`config.mk`:
```
export PLATFORM = sky130hd
export DESIGN_NAME = dbg_apb_bridge_flat
export DESIGN_NICKNAME = d
export VERILOG_FILES = /design/src/rtl/dbg_apb_pkg.sv /design/src/rtl/dbg_apb_bridge_if.sv /design/src/rtl/dbg_apb_timeout.sv /design/src/rtl/dbg_apb_bridge.sv /design/src/flat_wrapper.sv
export SDC_FILE = /design/constraint.sdc
export NUM_CORES = 1
export LEC_CHECK = 0
export ABC_AREA = 1
export CORE_AREA = 5 5 125 127
export DETAILED_ROUTE_END_ITERATION = 10
export DIE_AREA = 0 0 130 132
export GPL_TIMING_DRIVEN = 0
export PLACE_DENSITY = 0.76
export SKIP_CTS_REPAIR_TIMING = 1
export SLEW_MARGIN = 20
export SYNTH_ARGS = -nofsm -noshare
export SYNTH_HDL_FRONTEND = slang
export SYNTH_SLANG_ARGS = --single-unit
```
`constraint.sdc`:
```
create_clock -name clk -period 1.6 [get_ports clk]
set_input_delay 0.32 -clock clk [delete_from_list [all_inputs] [get_ports clk]]
set_output_delay 0.32 -clock clk [all_outputs]
set_load 0.03 [all_outputs]
```
`src/rtl/dbg_apb_pkg.sv`:
```
// rtl/dbg_apb_pkg.sv - shared types and helpers for the debug-port to APB bridge
package dbg_apb_pkg;

    typedef enum logic [1:0] {
        ST_IDLE   = 2'd0,
        ST_SETUP  = 2'd1,
        ST_ACCESS = 2'd2,
        ST_RESP   = 2'd3
    } bridge_state_t;

    // Slave-index width; never narrower than one bit even for a single slave.
    function automatic int sel_w(input int n);
        int w;
        w = $clog2(n);
        return (w < 1) ? 1 : w;
    endfunction

endpackage

```
`src/rtl/dbg_apb_bridge_if.sv`:
```
// rtl/dbg_apb_bridge_if.sv - request/response handshake plus shared APB bus bundle
interface dbg_apb_bridge_if #(
    parameter int NR_SLAVES  = 4,
    parameter int ADDR_WIDTH = 5,
    parameter int DATA_WIDTH = 32
);
    import dbg_apb_pkg::*;

    localparam int SEL_W  = sel_w(NR_SLAVES);
    localparam int STRB_W = DATA_WIDTH / 8;

    logic                            req_valid;
    logic                            req_ready;
    logic [SEL_W-1:0]                req_slave;
    logic                            req_wr_rd;
    logic [ADDR_WIDTH-1:0]           req_addr;
    logic [DATA_WIDTH-1:0]           req_wdata;
    logic [STRB_W-1:0]               req_wstrobe;
    logic                            rsp_valid;
    logic                            rsp_ready;
    logic [DATA_WIDTH-1:0]           rsp_rdata;
    logic                            rsp_err;
    logic [ADDR_WIDTH-1:0]           paddr;
    logic                            pwrite;
    logic [DATA_WIDTH-1:0]           pwdata;
    logic [STRB_W-1:0]               pstrb;
    logic [NR_SLAVES-1:0]            psel;
    logic                            penable;
    logic [NR_SLAVES-1:0]            pready;
    logic [NR_SLAVES-1:0]            pslverr;
    logic [NR_SLAVES*DATA_WIDTH-1:0] prdata;

    // Bridge side.
    modport slave (
        input  req_valid, req_slave, req_wr_rd, req_addr, req_wdata, req_wstrobe,
        input  rsp_ready, pready, pslverr, prdata,
        output req_ready, rsp_valid, rsp_rdata, rsp_err,
        output paddr, pwrite, pwdata, pstrb, psel, penable
    );

    // Requester and APB slaves side.
    modport master (
        output req_valid, req_slave, req_wr_rd, req_addr, req_wdata, req_wstrobe,
        output rsp_ready, pready, pslverr, prdata,
        input  req_ready, rsp_valid, rsp_rdata, rsp_err,
        input  paddr, pwrite, pwdata, pstrb, psel, penable
    );

endinterface

```
`src/rtl/dbg_apb_timeout.sv`:
```
// rtl/dbg_apb_timeout.sv - ACCESS-phase wait counter; expired flags the cycle whose wait reaches TIMEOUT
module dbg_apb_timeout #(
    parameter int unsigned TIMEOUT = 255
) (
    input  logic clk,
    input  logic rst_n,
    input  logic i_clr,
    input  logic i_en,
    output logic o_expired
);
    localparam int unsigned CW   = (TIMEOUT <= 2) ? 1 : $clog2(TIMEOUT);
    localparam int unsigned LAST = (TIMEOUT == 0) ? 0 : TIMEOUT - 1;

    logic [CW-1:0] r_cnt;
    logic          w_active;

    assign w_active  = i_en && (TIMEOUT != 0);
    assign o_expired = w_active && (r_cnt == CW'(LAST));

    always_ff @(posedge clk or negedge rst_n) begin
        if (!rst_n) begin
            r_cnt <= '0;
        end else if (i_clr) begin
            r_cnt <= '0;
        end else if (w_active && !o_expired) begin
            r_cnt <= r_cnt + 1'b1;
        end
    end

endmodule

```
`src/rtl/dbg_apb_bridge.sv`:
```
// rtl/dbg_apb_bridge.sv - single-outstanding debug-port request to multi-slave APB master bridge
module dbg_apb_bridge
    import dbg_apb_pkg::*;
#(
    parameter int          NR_SLAVES  = 4,
    parameter int          ADDR_WIDTH = 5,
    parameter int          DATA_WIDTH = 32,
    parameter int unsigned TIMEOUT    = 255
) (
    input logic              clk,
    input logic              rst_n,
    dbg_apb_bridge_if.slave  bus
);
    localparam int SEL_W  = sel_w(NR_SLAVES);
    localparam int STRB_W = DATA_WIDTH / 8;

    bridge_state_t         r_state;
    logic [SEL_W-1:0]      r_idx;
    logic [NR_SLAVES-1:0]  r_psel;
    logic                  r_penable;
    logic [ADDR_WIDTH-1:0] r_paddr;
    logic                  r_pwrite;
    logic [DATA_WIDTH-1:0] r_pwdata;
    logic [STRB_W-1:0]     r_pstrb;
    logic                  r_rsp_valid;
    logic                  r_rsp_err;
    logic [DATA_WIDTH-1:0] r_rsp_rdata;

    logic                  w_req_ok;
    logic [NR_SLAVES-1:0]  w_onehot;
    logic                  w_pready;
    logic                  w_pslverr;
    logic [DATA_WIDTH-1:0] w_prdata;
    logic                  w_accept;
    logic                  w_expired;

    assign w_req_ok  = int'(bus.req_slave) < NR_SLAVES;
    assign w_accept  = (r_state == ST_IDLE) && bus.req_valid && w_req_ok;
    // Only the latched slave's response lines are ever looked at.
    assign w_pready  = bus.pready[r_idx];
    assign w_pslverr = bus.pslverr[r_idx];
    assign w_prdata  = bus.prdata[int'(r_idx) * DATA_WIDTH +: DATA_WIDTH];

    always_comb begin
        w_onehot = '0;
        for (int i = 0; i < NR_SLAVES; i++) begin
            w_onehot[i] = (int'(bus.req_slave) == i);
        end
    end

    dbg_apb_timeout #(.TIMEOUT(TIMEOUT)) u_timeout (
        .clk       (clk),
        .rst_n     (rst_n),
        .i_clr     (w_accept),
        .i_en      ((r_state == ST_ACCESS) && !w_pready),
        .o_expired (w_expired)
    );

    always_ff @(posedge clk or negedge rst_n) begin
        if (!rst_n) begin
            r_state     <= ST_IDLE;
            r_idx       <= '0;
            r_psel      <= '0;
            r_penable   <= 1'b0;
            r_paddr     <= '0;
            r_pwrite    <= 1'b0;
            r_pwdata    <= '0;
            r_pstrb     <= '0;
            r_rsp_valid <= 1'b0;
            r_rsp_err   <= 1'b0;
            r_rsp_rdata <= '0;
        end else begin
            case (r_state)
                ST_IDLE: begin
                    if (bus.req_valid) begin
                        if (w_req_ok) begin
                            r_idx    <= bus.req_slave;
                            r_psel   <= w_onehot;
                            r_paddr  <= bus.req_addr;
                            r_pwrite <= bus.req_wr_rd;
                            r_pwdata <= bus.req_wdata;
                            r_pstrb  <= bus.req_wr_rd ? bus.req_wstrobe : '0;
                            r_state  <= ST_SETUP;
                        end else begin
                            r_rsp_valid <= 1'b1;
                            r_rsp_err   <= 1'b1;
                            r_rsp_rdata <= '0;
                            r_state     <= ST_RESP;
                        end
                    end
                end
                ST_SETUP: begin
                    r_penable <= 1'b1;
                    r_state   <= ST_ACCESS;
                end
                ST_ACCESS: begin
                    // A ready slave wins over a timeout hitting in the same cycle.
                    if (w_pready || w_expired) begin
                        r_psel      <= '0;
                        r_penable   <= 1'b0;
                        r_rsp_valid <= 1'b1;
                        r_rsp_err   <= w_pready ? w_pslverr : 1'b1;
                        r_rsp_rdata <= (w_pready && !r_pwrite && !w_pslverr) ? w_prdata : '0;
                        r_state     <= ST_RESP;
                    end
                end
                ST_RESP: begin
                    if (bus.rsp_ready) begin
                        r_rsp_valid <= 1'b0;
                        r_rsp_err   <= 1'b0;
                        r_rsp_rdata <= '0;
                        r_state     <= ST_IDLE;
                    end
                end
                default: r_state <= ST_IDLE;
            endcase
        end
    end

    assign bus.req_ready = (r_state == ST_IDLE);
    assign bus.rsp_valid = r_rsp_valid;
    assign bus.rsp_err   = r_rsp_err;
    assign bus.rsp_rdata = r_rsp_rdata;
    assign bus.paddr     = r_paddr;
    assign bus.pwrite    = r_pwrite;
    assign bus.pwdata    = r_pwdata;
    assign bus.pstrb     = r_pstrb;
    assign bus.psel      = r_psel;
    assign bus.penable   = r_penable;

endmodule

```
`src/flat_wrapper.sv`:
```
// flat-port wrapper written by rule: the top's interface ports become plain ports
module dbg_apb_bridge_flat import dbg_apb_pkg::*;
#(
    parameter int          NR_SLAVES  = 4,
    parameter int          ADDR_WIDTH = 5,
    parameter int          DATA_WIDTH = 32,
    parameter int unsigned TIMEOUT    = 255
)
  (clk, rst_n, bus_req_valid, bus_req_slave, bus_req_wr_rd, bus_req_addr, bus_req_wdata, bus_req_wstrobe, bus_rsp_ready, bus_pready, bus_pslverr, bus_prdata, bus_req_ready, bus_rsp_valid, bus_rsp_rdata, bus_rsp_err, bus_paddr, bus_pwrite, bus_pwdata, bus_pstrb, bus_psel, bus_penable);
  dbg_apb_bridge_if #(.NR_SLAVES(NR_SLAVES), .ADDR_WIDTH(ADDR_WIDTH), .DATA_WIDTH(DATA_WIDTH)) bus_i ();
  input logic clk;
  input logic rst_n;
  input wire logic [$bits(bus_i.req_valid)-1:0] bus_req_valid;
  input wire logic [$bits(bus_i.req_slave)-1:0] bus_req_slave;
  input wire logic [$bits(bus_i.req_wr_rd)-1:0] bus_req_wr_rd;
  input wire logic [$bits(bus_i.req_addr)-1:0] bus_req_addr;
  input wire logic [$bits(bus_i.req_wdata)-1:0] bus_req_wdata;
  input wire logic [$bits(bus_i.req_wstrobe)-1:0] bus_req_wstrobe;
  input wire logic [$bits(bus_i.rsp_ready)-1:0] bus_rsp_ready;
  input wire logic [$bits(bus_i.pready)-1:0] bus_pready;
  input wire logic [$bits(bus_i.pslverr)-1:0] bus_pslverr;
  input wire logic [$bits(bus_i.prdata)-1:0] bus_prdata;
  output wire logic [$bits(bus_i.req_ready)-1:0] bus_req_ready;
  output wire logic [$bits(bus_i.rsp_valid)-1:0] bus_rsp_valid;
  output wire logic [$bits(bus_i.rsp_rdata)-1:0] bus_rsp_rdata;
  output wire logic [$bits(bus_i.rsp_err)-1:0] bus_rsp_err;
  output wire logic [$bits(bus_i.paddr)-1:0] bus_paddr;
  output wire logic [$bits(bus_i.pwrite)-1:0] bus_pwrite;
  output wire logic [$bits(bus_i.pwdata)-1:0] bus_pwdata;
  output wire logic [$bits(bus_i.pstrb)-1:0] bus_pstrb;
  output wire logic [$bits(bus_i.psel)-1:0] bus_psel;
  output wire logic [$bits(bus_i.penable)-1:0] bus_penable;
  assign bus_i.req_valid = bus_req_valid;
  assign bus_i.req_slave = bus_req_slave;
  assign bus_i.req_wr_rd = bus_req_wr_rd;
  assign bus_i.req_addr = bus_req_addr;
  assign bus_i.req_wdata = bus_req_wdata;
  assign bus_i.req_wstrobe = bus_req_wstrobe;
  assign bus_i.rsp_ready = bus_rsp_ready;
  assign bus_i.pready = bus_pready;
  assign bus_i.pslverr = bus_pslverr;
  assign bus_i.prdata = bus_prdata;
  assign bus_req_ready = bus_i.req_ready;
  assign bus_rsp_valid = bus_i.rsp_valid;
  assign bus_rsp_rdata = bus_i.rsp_rdata;
  assign bus_rsp_err = bus_i.rsp_err;
  assign bus_paddr = bus_i.paddr;
  assign bus_pwrite = bus_i.pwrite;
  assign bus_pwdata = bus_i.pwdata;
  assign bus_pstrb = bus_i.pstrb;
  assign bus_psel = bus_i.psel;
  assign bus_penable = bus_i.penable;
  dbg_apb_bridge #(.NR_SLAVES(NR_SLAVES), .ADDR_WIDTH(ADDR_WIDTH), .DATA_WIDTH(DATA_WIDTH), .TIMEOUT(TIMEOUT)) u_core (.clk(clk), .rst_n(rst_n), .bus(bus_i));
endmodule
```
==> results.cfg <==
[synthesis]
mappedNetlistNets = 862
netlist_instances = 672
synth.distinct_cells = 29
synth_async_sr_flop_share = 1.00
synth_area_mm2 = 0.00505
synthTopCellsByArea = sky130_fd_sc_hd__dfrtp_1, sky130_fd_sc_hd__nand2_1, sky130_fd_sc_hd__o21ai_0
synth.top_cell.area_share = 0.460
synth_enable_flop_cells = 0
synth-seq-area-share = 0.460
synth.largest_area_cell = sky130_fd_sc_hd__dfrtp_1
synth.ff_latch_count = 93
ys.flop_type = sky130_fd_sc_hd__dfrtp_1
synth_most_common_cell = sky130_fd_sc_hd__nand2_1
yosysWarningCount = 0
syn-mean-instance-area_um2 = 7.52
netlist_top_cells_count = sky130_fd_sc_hd__nand2_1, sky130_fd_sc_hd__o21ai_0, sky130_fd_sc_hd__nor2_1

[sta]
final_worst_clock_skew_ns = 0.00843
maxSlewViolCount = 0
unrepaired_setup_endpoints_after_global_routing = true
final-hold-violation-count = 0
slew_headroom = 0.715
timing.final.crit_share = 1.08
timing.final.crit_period_ns = 1.73
finalSetupViolCount = 32
tightest_slew_ns = 0.428
setup_total_negative_slack_ns = -3.15
timing.final.ws_setup_ns = -0.134
max_freq_ghz = 0.577

[final_layout]
nets = 1164
stdcell_area_mm2 = 0.00912
antenna_cells_inserted = 0
area_growth_pct = 80.5
ratio_of_cells_with_drive_above_1_in_the_final_layout = 0.173

[worst_setup_path]
rr_endpoint = u_core.bus.rsp_rdata[24]
rr_worst_depth = 10
cp-end-kind = register
worst-endpoint-required_ns = 1.84
maximum_fanout_along_the_worst_path = 5
worst-endpoint-arrival_ns = 1.97
worstReg2RegStart = u_core.r_state[1]
crit_path_start_kind = register
regToRegSetupSlack_ns = -0.13
crit_type = register to register

[floorplan]
die_width_um = 130
initial_utilization = 0.353
num_rows = 44
die_h_um = 132
io_pins = 266
fp.dieArea_mm2 = 0.0172
core_region_area_mm2 = 0.0143

[grt]
global_route_wire_length_before_repair_um = 28700
grt.overflow.total = 0
grt_overall_usage = 0.211
grt_start_max_net_pins = 66
grt_antenna_before_repair = 0
grt_pass1_vias = 5539

[clock_tree]
cts_root_buf = sky130_fd_sc_hd__clkbuf_16
tritoncts_clock_tree = done
clk_latency_ns = 0.35
cts_sinks = 93
number_of_buffers_between_clock_root_and_the_deepest_sink = 2
htree_num_levels = 3
path_clk_slew_ns = 0.07
cts_buffers = 9

[power_and_ir_drop]
leakage_nw = 5.10
power.total_w = 0.0176
share_clk_of_total_power = 0.118
p_sw_w = 0.00821
power_density_mw_per_mm2 = 1930
vdd.ir_drop.worst_v = 0.000947
power_switching_share = 0.467
cellInternalPower_w = 0.00937
power_frac_seq = 0.224
power.combinational.fraction = 0.657

[route]
drtPass1Iterations = 5
wirelength_met1_um = 7760
drc_errors = 0
detailroute.wirelength.met3_um = 2040
vias = 5685
met2WireLength_um = 9750
routed_wirelength_um = 19900
wl_per_cell_um = 17.1
count_of_routing_violations_after_the_opening_detailed_route_iteration = 321
drt.antenna.violating_nets = 0
highest_layer = met4
vias_per_cell = 4.89

[run_status]
run_status = complete, but fails checks
violations = setup timing

[job]
max_cap_violations = 0

[placement]
place.detailed.hpwl_um = 14400
detailed_place.area_mm2 = 0.00797
port_buffers = 265
finalWeightedCongestion = 0.848

[hold_path]
hold_class = input pin to async pin
## worst max path at each step
| stage | startpoint | end | slack [ns] | depth (start not counted) |
|---|---|---|---|---|
| after floorplan | u_core.r_state[0] | u_core.u_timeout.r_cnt[1] | 0.04 | 6 |
| after global placement | rst_n | u_core.bus.rsp_rdata[6] | -3.45 | 1 |
| after detailed placement | bus_req_valid | u_core.u_timeout.r_cnt[1] | -0.40 | 5 |
| after CTS | u_core.r_state[0] | bus_req_ready | -0.48 | 3 |
| after global routing | u_core.r_state[1] | u_core.bus.rsp_rdata[29] | -0.21 | 10 |
| final | u_core.r_state[1] | u_core.bus.rsp_rdata[24] | -0.13 | 10 |
## worst max-delay path, stage by stage (launching register included)
cell and delay [ns]:
sky130_fd_sc_hd__dfrtp_1 0.43, sky130_fd_sc_hd__ha_2 0.23, sky130_fd_sc_hd__clkinvlp_4 0.10, sky130_fd_sc_hd__buf_4 0.16, sky130_fd_sc_hd__nand2_4 0.07, sky130_fd_sc_hd__nand3_4 0.09, sky130_fd_sc_hd__buf_12 0.15, sky130_fd_sc_hd__buf_12 0.14
sky130_fd_sc_hd__clkbuf_16 0.16, sky130_fd_sc_hd__nand2_2 0.06, sky130_fd_sc_hd__o21ai_2 0.04
## per-stage QoR
| stage | cells | setup slack [ns] | hold slack (ns) | utilization |
|---|---|---|---|---|
| after floorplan | 672 | 0.0397 | 0.0244 | - |
| after global placement | 1121 | -3.45 | 0.457 | 0.555 |
| after detailed placement | 1122 | -0.404 | 0.221 | 0.557 |
| after CTS | 1138 | -0.484 | -0.156 | 0.576 |
| after global routing | 1163 | -0.210 | 0.422 | 0.637 |
| final | 1163 | -0.134 | 0.405 | 0.637 |
## state kept, by name, summed over array words and instances (netlist names)
name,flops
u_core.bus.pwdata,32
u_core.bus.rsp_rdata,32
u_core.u_timeout.r_cnt,8
u_core.bus.paddr,5
u_core.bus.psel,4
u_core.bus.pstrb,4
u_core.r_idx,2
u_core.r_state,2
u_core.bus.penable,1
u_core.bus.pwrite,1
u_core.bus.rsp_err,1
u_core.bus.rsp_valid,1
## cells in the final DEF, fill, tap and decap left out, drive strengths merged
cell,n
nand2,191
clkdlybuf4s50,182
o21ai,145
nor2,103
dfrtp,93
dlymetal6s2s,81
nand3,55
buf,44
clkbuf,40
inv,20
ha,6
o31ai,4
xor2,3
clkinv,3
clkinvlp,2
nand4,2
xnor2,1
o22ai,1
or2,1
nor3,1
dlygate4sd3,1
## cell families after synthesis
group | count (synthesis) | share of synthesized area
buffers and inverters | 66 | 0.0683
AND/OR/NAND/NOR | 353 | 0.285
adder cells (fa/ha/maj) | 6 | 0.0149
AO/OA/AOI/OAI | 150 | 0.164
flip-flops | 93 | 0.460
XOR/XNOR | 4 | 0.00693
## power groups by stage
stage	combinational [W]	sequential, W	clock, W
6_report	0.0116	0.00395	0.00208
3_5_place_dp	0.00961	0.00391	0
4_1_cts	0.00964	0.00389	0.00212
3_3_place_gp	0.00953	0.00389	0
5_1_grt	0.0124	0.00408	0.00223
2_1_floorplan	0.00405	0.00563	0
## routing by layer
metal  GRT usage  vias to the layer above
li1            -                     2798
met1       0.251                     2634
met2       0.354                      230
met3      0.0786                       23
met4      0.0635                        0
met5           0                        -
## layout make-up
type                       instances  area, um^2
inverter                          20        86.3
tap                              184         230
multi-input combinational        513        2620
fill                            1228        5190
timing repair buffer             292        3200
buffer                            45         377
clock inverter                     5        35.0
sequential                        93        2330
clock buffer                      11         243
No activity file was read; power rests on OpenSTA's default activity.
